[src/rtl/alu_issue_ctrl.sv]
// ID/EX issue stage: decodes RV32I ALU-class (and optionally RV32M) instructions into ALU operands/SELECT.
// Define MEXT_EN to enable M-extension decode and the MWAIT latency hold; otherwise funct7=0000001 is illegal.
module alu_issue_ctrl #(
    parameter int unsigned MUL_LAT = 2,
    parameter int unsigned DIV_LAT = 8
) (
    input  logic        CLK,
    input  logic        RESET_N,
    input  logic        IN_VALID,
    output logic        IN_READY,
    input  logic [31:0] INSTR,
    input  logic [31:0] RS1_DATA,
    input  logic [31:0] RS2_DATA,
    input  logic [31:0] PC,
    input  logic        STALL_IN,
    input  logic        FLUSH,
    output logic        OUT_VALID,
    output logic [31:0] DATA1,
    output logic [31:0] DATA2,
    output logic [4:0]  SELECT,
    output logic [4:0]  RD_ADDR,
    output logic        REG_WRITE,
    output logic        ILLEGAL,
    output logic        BUSY
);
    localparam logic [6:0] OP_R     = 7'b0110011;
    localparam logic [6:0] OP_I     = 7'b0010011;
    localparam logic [6:0] OP_LUI   = 7'b0110111;
    localparam logic [6:0] OP_AUIPC = 7'b0010111;

    localparam logic [4:0] SEL_FWD  = 5'b00000;
    localparam logic [4:0] SEL_ADD  = 5'b00001;
    localparam logic [4:0] SEL_AND  = 5'b00010;
    localparam logic [4:0] SEL_OR   = 5'b00011;
    localparam logic [4:0] SEL_SUB  = 5'b00100;
    localparam logic [4:0] SEL_XOR  = 5'b00101;
    localparam logic [4:0] SEL_SLL  = 5'b00110;
    localparam logic [4:0] SEL_SRL  = 5'b00111;
    localparam logic [4:0] SEL_SRA  = 5'b01000;
    localparam logic [4:0] SEL_SLT  = 5'b01001;
    localparam logic [4:0] SEL_SLTU = 5'b01010;

`ifdef MEXT_EN
    typedef enum logic [1:0] {IDLE, HOLD, MWAIT} state_t;
`else
    typedef enum logic [1:0] {IDLE, HOLD} state_t;
`endif

    logic [6:0]  opcode;
    logic [6:0]  funct7;
    logic [2:0]  funct3;
    logic [31:0] imm_i;
    logic [31:0] imm_u;
    logic [31:0] shamt;

    assign opcode = INSTR[6:0];
    assign funct3 = INSTR[14:12];
    assign funct7 = INSTR[31:25];
    assign imm_i  = {{20{INSTR[31]}}, INSTR[31:20]};
    assign imm_u  = {INSTR[31:12], 12'b0};
    assign shamt  = {27'b0, INSTR[24:20]};

    logic [4:0]  dec_sel;
    logic [31:0] dec_d1;
    logic [31:0] dec_d2;
    logic        dec_legal;
`ifdef MEXT_EN
    logic        dec_mop;
`endif

    always_comb begin
        dec_sel   = SEL_FWD;
        dec_d1    = RS1_DATA;
        dec_d2    = RS2_DATA;
        dec_legal = 1'b0;
`ifdef MEXT_EN
        dec_mop   = 1'b0;
`endif
        case (opcode)
            OP_R: begin
                if (funct7 == 7'b0000000) begin
                    dec_legal = 1'b1;
                    case (funct3)
                        3'b000:  dec_sel = SEL_ADD;
                        3'b001:  dec_sel = SEL_SLL;
                        3'b010:  dec_sel = SEL_SLT;
                        3'b011:  dec_sel = SEL_SLTU;
                        3'b100:  dec_sel = SEL_XOR;
                        3'b101:  dec_sel = SEL_SRL;
                        3'b110:  dec_sel = SEL_OR;
                        default: dec_sel = SEL_AND;
                    endcase
                end else if (funct7 == 7'b0100000) begin
                    if (funct3 == 3'b000) begin
                        dec_legal = 1'b1;
                        dec_sel   = SEL_SUB;
                    end else if (funct3 == 3'b101) begin
                        dec_legal = 1'b1;
                        dec_sel   = SEL_SRA;
                    end
                end
`ifdef MEXT_EN
                else if (funct7 == 7'b0000001) begin
                    dec_legal = 1'b1;
                    dec_mop   = 1'b1;
                    dec_sel   = {2'b10, funct3};
                end
`endif
            end
            OP_I: begin
                dec_d2 = imm_i;
                case (funct3)
                    3'b000: begin dec_legal = 1'b1; dec_sel = SEL_ADD;  end
                    3'b010: begin dec_legal = 1'b1; dec_sel = SEL_SLT;  end
                    3'b011: begin dec_legal = 1'b1; dec_sel = SEL_SLTU; end
                    3'b100: begin dec_legal = 1'b1; dec_sel = SEL_XOR;  end
                    3'b110: begin dec_legal = 1'b1; dec_sel = SEL_OR;   end
                    3'b111: begin dec_legal = 1'b1; dec_sel = SEL_AND;  end
                    3'b001: begin
                        dec_d2    = shamt;
                        dec_sel   = SEL_SLL;
                        dec_legal = (funct7 == 7'b0000000);
                    end
                    default: begin
                        dec_d2 = shamt;
                        if (funct7 == 7'b0000000) begin
                            dec_legal = 1'b1;
                            dec_sel   = SEL_SRL;
                        end else if (funct7 == 7'b0100000) begin
                            dec_legal = 1'b1;
                            dec_sel   = SEL_SRA;
                        end
                    end
                endcase
            end
            OP_LUI: begin
                dec_legal = 1'b1;
                dec_sel   = SEL_FWD;
                dec_d1    = '0;
                dec_d2    = imm_u;
            end
            OP_AUIPC: begin
                dec_legal = 1'b1;
                dec_sel   = SEL_ADD;
                dec_d1    = PC;
                dec_d2    = imm_u;
            end
            default: ;
        endcase
        // Illegal words are still issued, but as an inert FWD of zero.
        if (!dec_legal) begin
            dec_sel = SEL_FWD;
            dec_d1  = '0;
            dec_d2  = '0;
`ifdef MEXT_EN
            dec_mop = 1'b0;
`endif
        end
    end

    state_t state, state_n;
    logic   accept;
    logic   load;

`ifdef MEXT_EN
    localparam logic [3:0] MUL_L = 4'(MUL_LAT);
    localparam logic [3:0] DIV_L = 4'(DIV_LAT);
    logic [3:0] cnt, cnt_n;
    logic [3:0] dec_lat;
    assign dec_lat = funct3[2] ? DIV_L : MUL_L;
`else
    logic lat_unused;
    assign lat_unused = (MUL_LAT == 0) || (DIV_LAT == 0);
`endif

    assign IN_READY = RESET_N && !FLUSH && (state == IDLE || (state == HOLD && !STALL_IN));
    assign accept   = IN_VALID && IN_READY;

    always_comb begin
        state_n = state;
        load    = 1'b0;
`ifdef MEXT_EN
        cnt_n   = cnt;
`endif
        case (state)
            IDLE, HOLD: begin
                if (accept) begin
                    load    = 1'b1;
                    state_n = HOLD;
`ifdef MEXT_EN
                    if (dec_mop && dec_lat > 4'd1) begin
                        state_n = MWAIT;
                        cnt_n   = dec_lat - 4'd1;
                    end
`endif
                end else if (state == HOLD && !STALL_IN) begin
                    state_n = IDLE;
                end
            end
`ifdef MEXT_EN
            MWAIT: begin
                if (cnt <= 4'd1) begin
                    state_n = HOLD;
                    cnt_n   = '0;
                end else begin
                    cnt_n = cnt - 4'd1;
                end
            end
`endif
            default: state_n = IDLE;
        endcase
        if (FLUSH) begin
            state_n = IDLE;
            load    = 1'b0;
`ifdef MEXT_EN
            cnt_n   = '0;
`endif
        end
    end

    always_ff @(posedge CLK) begin
        if (!RESET_N) begin
            state     <= IDLE;
            DATA1     <= '0;
            DATA2     <= '0;
            SELECT    <= '0;
            RD_ADDR   <= '0;
            REG_WRITE <= 1'b0;
            ILLEGAL   <= 1'b0;
`ifdef MEXT_EN
            cnt       <= '0;
`endif
        end else begin
            state <= state_n;
`ifdef MEXT_EN
            cnt   <= cnt_n;
`endif
            if (load) begin
                DATA1     <= dec_d1;
                DATA2     <= dec_d2;
                SELECT    <= dec_sel;
                RD_ADDR   <= INSTR[11:7];
                REG_WRITE <= dec_legal && (INSTR[11:7] != 5'd0);
                ILLEGAL   <= !dec_legal;
            end
        end
    end

    assign OUT_VALID = (state == HOLD);
`ifdef MEXT_EN
    assign BUSY = (state == MWAIT);
`else
    assign BUSY = 1'b0;
`endif

endmodule

[config.mk]
export PLATFORM = sky130hd
export DESIGN_NAME = alu_issue_ctrl
export DESIGN_NICKNAME = d
export VERILOG_FILES = /design/src/rtl/alu_issue_ctrl.sv
export SDC_FILE = /design/constraint.sdc
export NUM_CORES = 1
export LEC_CHECK = 0
export CAP_MARGIN = 5
export CELL_PAD_IN_SITES_DETAIL_PLACEMENT = 1
export CELL_PAD_IN_SITES_GLOBAL_PLACEMENT = 1
export CORE_ASPECT_RATIO = 1.75
export CORE_UTILIZATION = 28
export CTS_BUF_LIST = sky130_fd_sc_hd__clkbuf_4
export DETAILED_ROUTE_END_ITERATION = 7
export HOLD_SLACK_MARGIN = 0.06
export PLACE_DENSITY_LB_ADDON = 0.2
export RECOVER_POWER = 25
export SLEW_MARGIN = 20
export SYNTH_ARGS = -nofsm -noshare
export SYNTH_HDL_FRONTEND = slang
export SYNTH_SLANG_ARGS = --single-unit
[constraint.sdc]
create_clock -name CLK -period 2.56 [get_ports CLK]
set_input_delay 0.512 -clock CLK [delete_from_list [all_inputs] [get_ports CLK]]
set_output_delay 0.512 -clock CLK [all_outputs]
set_load 0.05 [all_outputs]
==> After elaboration in Yosys (flattened, before gate mapping) <==
Cells that the tools add are included.
{ "op_classes": {"muxes": 28, "eq_ne": 12, "reduce_logical": 18, "bitwise_logic": 2} }
{ "op_table": {"columns": ["op", "n"], "rows": [
  ["one-hot mux 32 bit (2 select lines)", 2],
  ["2-to-1 mux 32 bit", 3],
  ["one-hot mux 4 bit (7 select lines)", 2],
  ["equality test 7 x 6 -> 1 bit (second input constant)", 3],
  ["2-to-1 mux 4 bit", 5],
  ["one-hot mux 5 bit (3 select lines)", 1],
  ["equality test 7 x 5 -> 1 bit (second input constant)", 2],
  ["equality test 3 bit (second input constant)", 4],
  ["2-to-1 mux 1 bit", 11],
  ["2-to-1 mux 5 bit", 2],
  ["logical NOT 7 bit", 1],
  ["equality test 3 x 2 -> 1 bit (second input constant)", 2],
  ["OR reduction 6 bit", 1],
  ["logical AND 1 bit", 5],
  ["nonzero test 5 bit", 1],
  ["OR reduction 2 bit", 2],
  ["equality test 3 x 1 -> 1 bit (second input constant)", 1],
  ["logical NOT 1 bit", 3],
  ["logical NOT 3 bit", 1],
  ["one-hot mux 1 bit (3 select lines)", 1],
  ["OR reduction 3 bit", 1],
  ["logical NOT 2 bit", 1],
  ["NOT 1 bit", 2],
  ["one-hot mux 1 bit (2 select lines)", 1],
  ["other kinds (2)", 2]
]} }
{ "totals": {"wordCells": 67, "output_inout_bits": 79, "input_bits": 133, "regBits": 77} }

==> Depth between registers and ports, before layout <==
{ "depth": {"depth_word": 8, "mapped_depth": 8, "ltp_nobuf": 5} }

==> Worst setup path before layout <==
No wires, ideal clock.
{ "synth_timing": {"path_type": "input-to-reg", "start": "input port FLUSH", "end": "register DATA1[23]", "arrival_ps": 2529, "setup_slack_ps": -116, "stages": 7, "n_path_buf": 2, "setup_ps": 146, "cell_sequence": "nand2b_1 > a21oi_1 > nand2_1 > o31ai_1 > buf_6 > buf_6 > a311oi_2"} }
{ "synth_via": {"elab_chain_len": 7} }
{ "synth_rtl": {"columns": ["element", "line_no", "text"], "rows": [
  ["start: declaration", "16", "input logic FLUSH,"],
  ["logical NOT 1 bit", "176", "assign IN_READY = RESET_N && !FLUSH && (state == IDLE || (state == HOLD && !STALL_IN));"],
  ["logical AND 1 bit (2 in series)", "176", null],
  ["named net IN_READY", "10", "output logic IN_READY,"],
  ["logical AND 1 bit", "177", "assign accept = IN_VALID && IN_READY;"],
  ["2-to-1 mux 1 bit", "187", "if (accept) begin"],
  ["2-to-1 mux 1 bit", "185", "case (state)"],
  ["2-to-1 mux 1 bit", "212", "if (FLUSH) begin"],
  ["end signal: assignment", "224", "DATA1 <= '0;"],
  ["end signal: assignment", "239", "DATA1 <= dec_d1;"],
  ["end: declaration", "18", "output logic [31:0] DATA1,"]
]} }
The timed path passes the listed nets, and every way through them passes these cells.
A chain may end at the register's enable or synchronous reset.

==> Final worst setup path <==
{ "layout_timing": {"start": "input port STALL_IN", "end": "register ILLEGAL"} }
{ "layout_via": {"elab_chain_len": 8} }
{ "layout_rtl": {"columns": ["element", "line_no", "text"], "rows": [
  ["start: declaration", "15", "input logic STALL_IN,"],
  ["logical NOT 1 bit", "176", null],
  ["logical AND 1 bit", "176", null],
  ["logical OR 1 bit", "176", null],
  ["logical AND 1 bit", "176", null],
  ["logical AND 1 bit", "177", null],
  ["2-to-1 mux 1 bit", "187", null],
  ["2-to-1 mux 1 bit", "185", null],
  ["2-to-1 mux 1 bit", "212", null],
  ["end signal: assignment", "244", "ILLEGAL <= !dec_legal;"],
  ["end: declaration", "23", "output logic ILLEGAL,"]
]} }
Every way passes these cells.

==> run summary <==
The run finished with clean final reports. The number of H-tree levels came out at 3. Yosys mapped a number of flops with a built-in enable equal to 0. The post-synthesis async set-or-reset flop share was 0%; the final clock period utilization by the worst path was 92.49%. The logs give 4312 for the number of global-route vias before repair and 129 for the initial DRC count. Walking the worst path, the cells encountered are dlygate4sd3_1 > a21oi_1 > nand2_1 > clkbuf_1 > or3_1 > a21boi_0. Across every metal layer, demand over resource in global routing totals 20.84%.

Input and output buffers added on the ports amount to 209. The tools report the initial antenna violation count as 1. The clock arrives with 0.01174 ns of skew. For this run, the leading register cell type out of synthesis is sky130_fd_sc_hd__dfxtp_1. On the worst path, the slowest cell contributes a delay of 0.56 ns. Placer congestion estimate: 0.8061. At the pin with the least slew margin, the transition time is 1.047 ns.

The tools report the global-route congestion overflow total as 0. The largest driver fanout on the critical path came out at 21. After detailed routing, the average wire length per cell comes to 18.13 um. In this run the cell area measured after placement is 6241 um^2. Once layout is complete, the cells apart from fillers number 810. The area growth from synthesis to layout is 68.84%. Dividing total power by cell area gives a power density of 468.8 nW/um^2. The final count of negative-setup-slack endpoints is 0, and the worst slack on hold paths is 0.4743 ns. The final sum of negative setup slack came out at 0 ns.

In this run, distinct cell masters in the synthesized netlist total 43. Number of clock sinks seen by CTS: 76. After synthesis the cells add up to 3782 um^2. The run gives 0 as the remaining routing DRC violations.

The logs give 4091 for the total vias in the final route and 2.267 nW for the reported leakage power. Counting every instance in the synthesized netlist gives 423. The floorplan step defined a die boundary enclosing 14000 um^2. After synthesis, flip-flops and latches occupy 40.22% of the total area. The die boundary height is 155.8 um. The tools report the core area as 13080 um^2. For the number of hold-repair buffers added at the cts stage, the log shows 0. The first global-routing pass estimated 22.77 mm of wire.

The tools report the total I/O pin count as 212. In this run the post-CTS setup repair buffer count came out at 0. For this configuration, the core starts out at a cell density of 28.93%.

Critical path arrival: 2.71 ns. The HPWL after detailed placement is 11.20 mm. In this run, post-CTS repair resized a total of 0 instances. After clock tree synthesis, the clock-pin slew on the worst setup and hold paths is 0.11 ns.

After routing the design area is 6386 um^2. After synthesis the netlist holds a flip-flop and latch count of 76. Of the cells placed in the final design, the portion with a size suffix greater than 1 is 16.46%. TritonCTS built the clock tree. The clock period could shrink to 2.368 ns. The total count of max-transition violations in the final report is 0, and the die width is 89.86 um.

The run gives 55 as the number of rows in the core area. The most frequent standard cell in the layout excluding fill and tap cells was sky130_fd_sc_hd__clkdlybuf4s50_1. The clock network latency to the later pin of the worst-skew pair is 0.42 ns, and the peak ir drop on the vdd network is 231.1 uV. For the count of final hold-check violations, the log shows 0. The maximum number of pins on one net before global-route repair is 54, and the final cell utilization of the core is 48.84%. The warning count from the yosys run came out at 0.

Type of the worst setup path: primary input to flip-flop. STA classifies the critical path endpoint as a flip-flop. The net count of the finished layout is 766. The tools report the total CTS buffers as 9.

The logs give 0 for the number of max-cap violations and 0 for the number of nets with antenna violations after routing. For this design, the slowest cell found on the critical path is sky130_fd_sc_hd__dlygate4sd3_1. The run gives 793 as the cell count after placement. The cell depth of the worst flop-to-flop path came out at 5. In the routed layout, each cell is associated on average with a via count of 5.051. The tree is rooted in a sky130_fd_sc_hd__clkbuf_4. The average instance in the mapped netlist occupies 8.942 um^2. Derived from the worst setup path, the maximum achievable clock frequency is 0.4223 GHz.

Data on the critical path is required at its endpoint by 2.91 ns. Measured against its own limit, the worst slew margin works out to 30.20%. Setup repair after global routing left no endpoint under its margin. The maximum buffer depth of the clock tree was 2; the instance count along the most critical hold path was 2. After detailed routing, the total wire length is 14.68 mm. The top cell types in the final layout, fill and taps aside, are sky130_fd_sc_hd__clkdlybuf4s50_1, sky130_fd_sc_hd__dfxtp_1, sky130_fd_sc_hd__nor2_1.

The path class of the tightest hold or removal check is flip-flop to flip-flop. The number of iterations in the first detailed-routing pass came out at 5. STA classifies the critical path startpoint as a primary input.
power breakdown:
part           switching [mW]  total, mW  leakage [nW]  internal [mW]
combinational           0.438      0.808          1.55          0.370
sequential             0.0270       1.26         0.619           1.23
clock                   0.426      0.924        0.0955          0.498
total                   0.891       2.99          2.27           2.10
cell type report:
| type | instances | area (um^2) |
|---|---|---|
| Clock inverter | 6 | 102.6 |
| Inverter | 4 | 15.01 |
| Clock buffer | 10 | 75.07 |
| Sequential cell | 76 | 1521 |
| Antenna cell | 1 | 2.502 |
| Multi-Input combinational cell | 302 | 2041 |
| Timing Repair Buffer | 240 | 2415 |
| Tap cell | 171 | 214.0 |
| Fill cell | 1514 | 6689 |
logic make-up (layout without fill, tap and decap cells):
kind of cell,count (synthesis),after routing,share of synthesized area [%]
compound gates,112,112,28.98
simple gates,188,188,24.45
flops,76,76,40.22
other cells,1,3,0.09914
buf+inv,46,260,6.252
synth_stat cells, types with 2 or more instances:
| cell type | number | area share, % |
|---|---|---|
| sky130_fd_sc_hd__a21o_1 | 2 | 0.40 |
| sky130_fd_sc_hd__a211oi_1 | 2 | 0.40 |
| sky130_fd_sc_hd__dfxtp_1 | 76 | 40 |
| sky130_fd_sc_hd__or2_2 | 2 | 0.33 |
| sky130_fd_sc_hd__nor2b_1 | 4 | 0.66 |
| sky130_fd_sc_hd__a21boi_0 | 7 | 1.4 |
| sky130_fd_sc_hd__o21ai_0 | 4 | 0.53 |
| sky130_fd_sc_hd__buf_4 | 2 | 0.40 |
| sky130_fd_sc_hd__inv_1 | 3 | 0.30 |
| sky130_fd_sc_hd__a21oi_1 | 5 | 0.66 |
| sky130_fd_sc_hd__a311oi_1 | 12 | 2.8 |
| sky130_fd_sc_hd__a22oi_1 | 21 | 4.2 |
| sky130_fd_sc_hd__nor3_2 | 11 | 2.9 |
| sky130_fd_sc_hd__nor3_1 | 4 | 0.53 |
| sky130_fd_sc_hd__nor2_1 | 67 | 6.6 |
| sky130_fd_sc_hd__a221oi_1 | 11 | 2.5 |
| sky130_fd_sc_hd__a211oi_2 | 20 | 6.6 |
| sky130_fd_sc_hd__nand3_1 | 38 | 5.0 |
| sky130_fd_sc_hd__nand2_1 | 50 | 5.0 |
| sky130_fd_sc_hd__clkbuf_1 | 25 | 2.5 |
| sky130_fd_sc_hd__buf_2 | 9 | 1.2 |
| sky130_fd_sc_hd__buf_6 | 6 | 1.8 |
| sky130_fd_sc_hd__a311oi_2 | 20 | 7.9 |
| sky130_fd_sc_hd__o31ai_1 | 3 | 0.60 |
registers in the layout, summed over array words and instances, names as in the netlist:
signal and flops:
state 1, ILLEGAL 1, DATA1 32, RD_ADDR 5, REG_WRITE 1, DATA2 32
SELECT 4
routing by layer:
metal  up-vias  track usage (%)  share of wire (%)
met5         -                0                  0
met4         0            9.754                3.5
met3        26            4.678                4.7
met2       140            40.88                 56
met1      1956            20.43                 36
li1       1969                -                  -
metrics by stage:
stage | setup slack (ns) | total power, mW
after floorplan | 0.2715 | 1.703
after global placement | -0.1118 | 2.095
after detailed placement | -0.1972 | 2.113
after CTS | 0.2997 | 3.047
after global routing | 0.1298 | 3.130
final | 0.1922 | 2.994
worst max-delay path, delay by kind of cell:
kind                   cells  cell delay [ns]
buffers and inverters      2             1.07
AOI/OAI and AO/OA          2             0.34
and+or+nand+nor            2             0.78
path summary, 6_finish.rpt:
check                           from                       to  slack (ns)
min          RD_ADDR[2]$_SDFFE_PN0P_  RD_ADDR[2]$_SDFFE_PN0P_        0.47
min reg2reg  RD_ADDR[2]$_SDFFE_PN0P_  RD_ADDR[2]$_SDFFE_PN0P_        0.47
max                         STALL_IN     ILLEGAL$_SDFFE_PN0P_        0.19
max reg2reg    state[0]$_SDFFE_PP0P_     ILLEGAL$_SDFFE_PN0P_        0.52
(Power assumes the default switching activity.)
